**src/rtl/video_timing_pkg.sv**
```systemverilog
// Shared definitions for the raster timing generator: default 640x480@60 geometry,
// line/frame total helpers and the sync polarity type.
package video_timing_pkg;

  localparam int DEF_H_VISIBLE = 640;
  localparam int DEF_H_FRONT   = 16;
  localparam int DEF_H_SYNC    = 96;
  localparam int DEF_H_BACK    = 48;
  localparam int DEF_V_VISIBLE = 480;
  localparam int DEF_V_FRONT   = 10;
  localparam int DEF_V_SYNC    = 2;
  localparam int DEF_V_BACK    = 33;
  localparam int DEF_X_WIDTH   = 12;
  localparam int DEF_Y_WIDTH   = 12;

  typedef enum logic {
    POL_ACTIVE_LOW  = 1'b0,
    POL_ACTIVE_HIGH = 1'b1
  } pol_t;

  function automatic int h_total(input int visible, input int front, input int sync,
                                 input int back);
    return visible + front + sync + back;
  endfunction

  function automatic int v_total(input int visible, input int front, input int sync,
                                 input int back);
    return visible + front + sync + back;
  endfunction

endpackage

```
**src/rtl/video_timing_counter.sv**
```systemverilog
// Position counter that steps on advance and rolls from MAX back to 0.
// wrap flags the advancing cycle that performs the roll-over.
module video_timing_counter #(
  parameter int MAX   = 799,
  parameter int WIDTH = 12
) (
  input  logic             clk,
  input  logic             reset_n,
  input  logic             clear,
  input  logic             advance,
  output logic [WIDTH-1:0] count,
  output logic             wrap
);

  localparam logic [WIDTH-1:0] LAST = WIDTH'(MAX);

  if (MAX < 0 || WIDTH < 1 || WIDTH > 32 ||
      longint'(MAX) >= (longint'(1) << WIDTH)) begin : g_bad_counter
    $error("video_timing_counter: MAX must be non-negative and fit in WIDTH bits");
  end

  assign wrap = advance && (count == LAST);

  // clear beats advance so a disabled generator always sits at the origin
  always_ff @(posedge clk or negedge reset_n) begin
    if (!reset_n) begin
      count <= '0;
    end else if (clear) begin
      count <= '0;
    end else if (advance) begin
      count <= wrap ? '0 : count + WIDTH'(1);
    end
  end

endmodule

```
**src/rtl/video_timing_gen.sv**
```systemverilog
// Raster timing generator for the DVI transmit path: registered syncs, data enable,
// pixel coordinates and line/frame start strobes decoded from the next-position counters.
module video_timing_gen
  import video_timing_pkg::*;
#(
  parameter int   H_VISIBLE = DEF_H_VISIBLE,
  parameter int   H_FRONT   = DEF_H_FRONT,
  parameter int   H_SYNC    = DEF_H_SYNC,
  parameter int   H_BACK    = DEF_H_BACK,
  parameter int   V_VISIBLE = DEF_V_VISIBLE,
  parameter int   V_FRONT   = DEF_V_FRONT,
  parameter int   V_SYNC    = DEF_V_SYNC,
  parameter int   V_BACK    = DEF_V_BACK,
  parameter pol_t H_POL     = POL_ACTIVE_LOW,
  parameter pol_t V_POL     = POL_ACTIVE_LOW,
  parameter int   X_WIDTH   = DEF_X_WIDTH,
  parameter int   Y_WIDTH   = DEF_Y_WIDTH
) (
  input  logic               reset_n,
  input  logic               clk,
  input  logic               enable,
  output logic               out_hsync,
  output logic               out_vsync,
  output logic               out_de,
  output logic [X_WIDTH-1:0] out_x,
  output logic [Y_WIDTH-1:0] out_y,
  output logic               out_line_start,
  output logic               out_frame_start
);

  localparam int H_TOTAL = h_total(H_VISIBLE, H_FRONT, H_SYNC, H_BACK);
  localparam int V_TOTAL = v_total(V_VISIBLE, V_FRONT, V_SYNC, V_BACK);

  if (H_VISIBLE < 1 || H_FRONT < 1 || H_SYNC < 1 || H_BACK < 1 ||
      V_VISIBLE < 1 || V_FRONT < 1 || V_SYNC < 1 || V_BACK < 1) begin : g_bad_geometry
    $error("video_timing_gen: every porch, sync and visible size must be at least 1");
  end

  if (X_WIDTH < 1 || X_WIDTH > 32 ||
      longint'(H_TOTAL) > (longint'(1) << X_WIDTH)) begin : g_bad_x_width
    $error("video_timing_gen: X_WIDTH cannot hold H_TOTAL-1");
  end

  if (Y_WIDTH < 1 || Y_WIDTH > 32 ||
      longint'(V_TOTAL) > (longint'(1) << Y_WIDTH)) begin : g_bad_y_width
    $error("video_timing_gen: Y_WIDTH cannot hold V_TOTAL-1");
  end

  localparam logic [X_WIDTH-1:0] H_VIS_END = X_WIDTH'(H_VISIBLE);
  localparam logic [X_WIDTH-1:0] HS_START  = X_WIDTH'(H_VISIBLE + H_FRONT);
  localparam logic [X_WIDTH-1:0] HS_END    = X_WIDTH'(H_VISIBLE + H_FRONT + H_SYNC);
  localparam logic [Y_WIDTH-1:0] V_VIS_END = Y_WIDTH'(V_VISIBLE);
  localparam logic [Y_WIDTH-1:0] VS_START  = Y_WIDTH'(V_VISIBLE + V_FRONT);
  localparam logic [Y_WIDTH-1:0] VS_END    = Y_WIDTH'(V_VISIBLE + V_FRONT + V_SYNC);

  localparam logic H_ACT = H_POL;
  localparam logic V_ACT = V_POL;

  logic [X_WIDTH-1:0] h_cnt;
  logic [Y_WIDTH-1:0] v_cnt;
  logic               h_wrap;
  logic               unused_v_wrap;

  logic               de_d;
  logic               hs_act_d;
  logic               vs_act_d;
  logic               line_start_d;
  logic               frame_start_d;

  video_timing_counter #(
    .MAX   (H_TOTAL - 1),
    .WIDTH (X_WIDTH)
  ) u_h_cnt (
    .clk     (clk),
    .reset_n (reset_n),
    .clear   (~enable),
    .advance (enable),
    .count   (h_cnt),
    .wrap    (h_wrap)
  );

  // the vertical counter only moves on a line roll-over, so vsync edges land on h==0
  video_timing_counter #(
    .MAX   (V_TOTAL - 1),
    .WIDTH (Y_WIDTH)
  ) u_v_cnt (
    .clk     (clk),
    .reset_n (reset_n),
    .clear   (~enable),
    .advance (h_wrap),
    .count   (v_cnt),
    .wrap    (unused_v_wrap)
  );

  always_comb begin
    de_d          = (h_cnt < H_VIS_END) && (v_cnt < V_VIS_END);
    hs_act_d      = (h_cnt >= HS_START) && (h_cnt < HS_END);
    vs_act_d      = (v_cnt >= VS_START) && (v_cnt < VS_END);
    line_start_d  = (h_cnt == '0);
    frame_start_d = (h_cnt == '0) && (v_cnt == '0);
  end

  always_ff @(posedge clk or negedge reset_n) begin
    if (!reset_n) begin
      out_hsync       <= ~H_ACT;
      out_vsync       <= ~V_ACT;
      out_de          <= 1'b0;
      out_x           <= '0;
      out_y           <= '0;
      out_line_start  <= 1'b0;
      out_frame_start <= 1'b0;
    end else if (!enable) begin
      out_hsync       <= ~H_ACT;
      out_vsync       <= ~V_ACT;
      out_de          <= 1'b0;
      out_x           <= '0;
      out_y           <= '0;
      out_line_start  <= 1'b0;
      out_frame_start <= 1'b0;
    end else begin
      out_hsync       <= hs_act_d ? H_ACT : ~H_ACT;
      out_vsync       <= vs_act_d ? V_ACT : ~V_ACT;
      out_de          <= de_d;
      out_x           <= h_cnt;
      out_y           <= v_cnt;
      out_line_start  <= line_start_d;
      out_frame_start <= frame_start_d;
    end
  end

endmodule

```
**config.mk**
```make
export PLATFORM = sky130hd
export DESIGN_NAME = video_timing_gen
export DESIGN_NICKNAME = d
export VERILOG_FILES = /design/src/rtl/video_timing_pkg.sv /design/src/rtl/video_timing_counter.sv /design/src/rtl/video_timing_gen.sv
export SDC_FILE = /design/constraint.sdc
export NUM_CORES = 1
export LEC_CHECK = 0
export ABC_CLOCK_PERIOD_IN_PS = 2250
export BUFFER_PORTS_ARGS = -buffer_cell sky130_fd_sc_hd__buf_4
export CAP_MARGIN = 20
export CORE_ASPECT_RATIO = 1.2
export CORE_MARGIN = 1
export CORE_UTILIZATION = 59
export CTS_BUF_LIST = sky130_fd_sc_hd__clkbuf_8
export DETAILED_ROUTE_END_ITERATION = 16
export PLACE_DENSITY = 0.88
export SYNTH_ARGS = -nofsm -noshare
export SYNTH_HDL_FRONTEND = slang
export SYNTH_SLANG_ARGS = --single-unit
```
**constraint.sdc**
```tcl
create_clock -name clk -period 2.25 [get_ports clk]
set_clock_uncertainty 0.1 [all_clocks]
set_input_delay 0 -clock clk [delete_from_list [all_inputs] [get_ports clk]]
set_output_delay 0 -clock clk [all_outputs]
set_load 0.1 [all_outputs]
```
==> flow_summary.ini <==
[placed_design]
gp_congestion = 0.852
place.port_buffers = 31
dp_hpwl_mm = 3.09

[layout]
register_area_mm2 = 0.00133
multi_input_area_um2 = 962
final_common_cell = dfrtp_1
final_cell_mix = dfrtp_1, buf_4, and2_1
syn_to_final_growth_pct = 15.5
layout-drive-gt1-share_pct = 20.4
diodes = 0
fillers = 283
fin_nets = 266

[pwr]
sw_frac_of_total_pct = 24.9
p_leak_nw = 1.28
p_per_area_mw_per_mm2 = 581
comb_power_share_pct = 8.0
power_switching_mw = 0.400
p_clk_share_pct = 31.6
p_int_mw = 1.21
seq_power_share_pct = 60.4
p_total_mw = 1.61
peakVddDrop_uv = 464

[setup_path]
worst_ep_required_time_ps = 2360
critical-path-top-delay-family = flip-flops
path_class = flip-flop to flip-flop
critical_path_buf_inv_count = 2
critPathLaunchType = flip-flop
cp_cell_sequence = ha_1 -> nand4_1 -> buf_4 -> nor4_4 -> buf_4 -> o211ai_1 -> a31oi_1
reg2reg_from = u_h_cnt.count[0]
worst-r2r-cell-count = 7
rr_endpoint = u_v_cnt.count[6]
crit_fanout = 17
cp-end-kind = flip-flop
crit_top_cell = buf_4
r2r_slack_ps = 250
cp_data_arrival_time_ps = 2110
crit_slowest_cell = dfrtp_1
cp_slowest_stage_delay_ps = 440

[clock_tree]
cts_tree = built
cts_sinks = 53
root_buffer = clkbuf_8
h-tree-depth = 2
clockBufferDepth = 2
clk_pin_slew_ps = 90
clk-insertion-delay-late_ps = 300
cts_made_buffers = 5
cts_resized = 0

[synth]
synth.yosys.seq_area_share_pct = 55.5
synth_top_area_share_pct = 53.3
ys_seq_elements = 53
synth.avg_cell_area_um2 = 10.5
syn_nets = 235
synthDistinctLibCells = 38
netlist_top_cells_area = dfrtp_1, and2_1, xnor2_1
yosys_warnings = 0
syn_area_mm2 = 0.00240
post-synth-top-area-cell = dfrtp_1
postSynthCellCount = 228

[detailed_routing]
ant_nets = 0
vias = 1802
route.detailed.drc = 0
drt_iter0_markers = 106
dr.pass1.iters = 4
via_per_inst = 5.74
wire_per_inst_um = 14.2
wl_mm = 4.47

[timing]
fin_crit_ps = 2000
fmax_ghz = 0.501
setup_tns_ps = 0
tightest_slew_ps = 619
hold_violations = 0
slew_violations = 0
min_period_over_period_pct = 88.7
relSlewSlack_pct = 58.8
setup_viol = 0
grt_setup_unrepaired = false

[worst_hold_path]
min-delay-path-class = input pin to async pin

[grt]
grt_pass1_vias = 1598
busiest_layer = met2
grt_use_met1_pct = 32.3
antenna_found_initial = 0
grt_max_degree = 54
grt-ovfl-total = 0
use_met3_pct = 5.05
grt_first_pass_wirelength_mm = 7.64
grt_use_total_pct = 23.9
grt_util_met2_pct = 38.0

[die]
dieWidth_um = 60.2
io_pins = 32
die_h_um = 71.8
num_rows = 25
coreArea_mm2 = 0.00391
initial_utilization_pct = 61.3
die_area_mm2 = 0.00432

[run_status]
run_status = completed

[flow_run]
cap_violations = 0
power by group through the flow:
stage                     sequential [mW]  clock (mW)  combinational, mW
after floorplan                      1.04           0             0.0299
after global placement              0.989           0              0.125
after detailed placement            0.991           0              0.127
after CTS                           0.972       0.520              0.131
after global routing                0.974       0.555              0.139
final                               0.972       0.508              0.128
per-stage QoR:
step                utilization, %  area [um^2]  std cells  hold WS, ps  worst slack [ps]
finish                        70.8         2770        314          156               254
global route                  70.8         2770        314          211              91.6
CTS                           70.4         2750        312          182              97.1
detailed placement            67.6         2640        302        -38.2               121
global placement              67.6         2640        302        -43.0               258
floorplan                        -         2400        228         -396               280
per-layer routing:
layer	share of wire [%]	vias to the layer above
met5	0	-
met4	1.3	0
met1	39	881
met3	7.1	4
li1	-	841
met2	53	76
registers in the layout (all words and copies together) (netlist names):
name,flops
out_x,12
out_y,12
u_h_cnt.count,12
u_v_cnt.count,12
out_de,1
out_frame_start,1
out_hsync,1
out_line_start,1
out_vsync,1
final cells by class:
type	instances	area share, %
clock inverter	3	0.678
tap	54	2.44
multi-input combinational	154	34.8
inverter	6	0.814
sequential	53	48.0
clock buffer	5	2.49
timing repair buffer	39	10.8
synthesized netlist by cell type (all sizes together):
cell and count:
and4bb 1, nor4bb 1, clkbuf 8, inv 6
nand4 9, ha 4, a21o 1, dfstp 2
and3 1, and2 29, a31oi 9, o21ai 5
nand2b 1, nand3 14, o41ai 1, nand4b 3
nand2 17, nor4 5, or2 1, nor3 10
o211ai 2, o41a 1, or4 1, nor4b 1
or3b 1, xor2 3, nor2 17, buf 7
nor2b 1, a21oi 3, xnor2 9, dfrtp 51
or3 3
logic make-up after synthesis:
logic type / after synthesis / synth area share, %
AND/OR/NAND/NOR: 116 / 27.6
AO/OA/AOI/OAI: 22 / 6.11
adder cells (fa/ha/maj): 4 / 2.09
flip-flops: 53 / 55.5
buffers and inverters: 21 / 4.39
XOR/XNOR: 12 / 4.39
timing repair:
item	4_1_cts	5_1_grt
endpoints found under the hold margin	62	0
setup endpoints to repair	0	19
hold buffers	2	0
setup buffers	0	2
worst max-delay path by stage:
| stage | from | end | slack [ps] | cells after the start |
|---|---|---|---|---|
| 2_1_floorplan | u_h_cnt.count[0] | u_v_cnt.count[10] | 280 | 6 |
| 3_3_place_gp | u_h_cnt.count[0] | u_v_cnt.count[9] | 260 | 5 |
| 3_5_place_dp | u_h_cnt.count[0] | u_v_cnt.count[6] | 120 | 6 |
| 4_1_cts | u_h_cnt.count[0] | u_v_cnt.count[6] | 100 | 6 |
| 5_1_grt | u_h_cnt.count[0] | u_v_cnt.count[6] | 90 | 7 |
| 6_report | u_h_cnt.count[0] | u_v_cnt.count[6] | 250 | 7 |
Power figures use the tool's default switching activity.
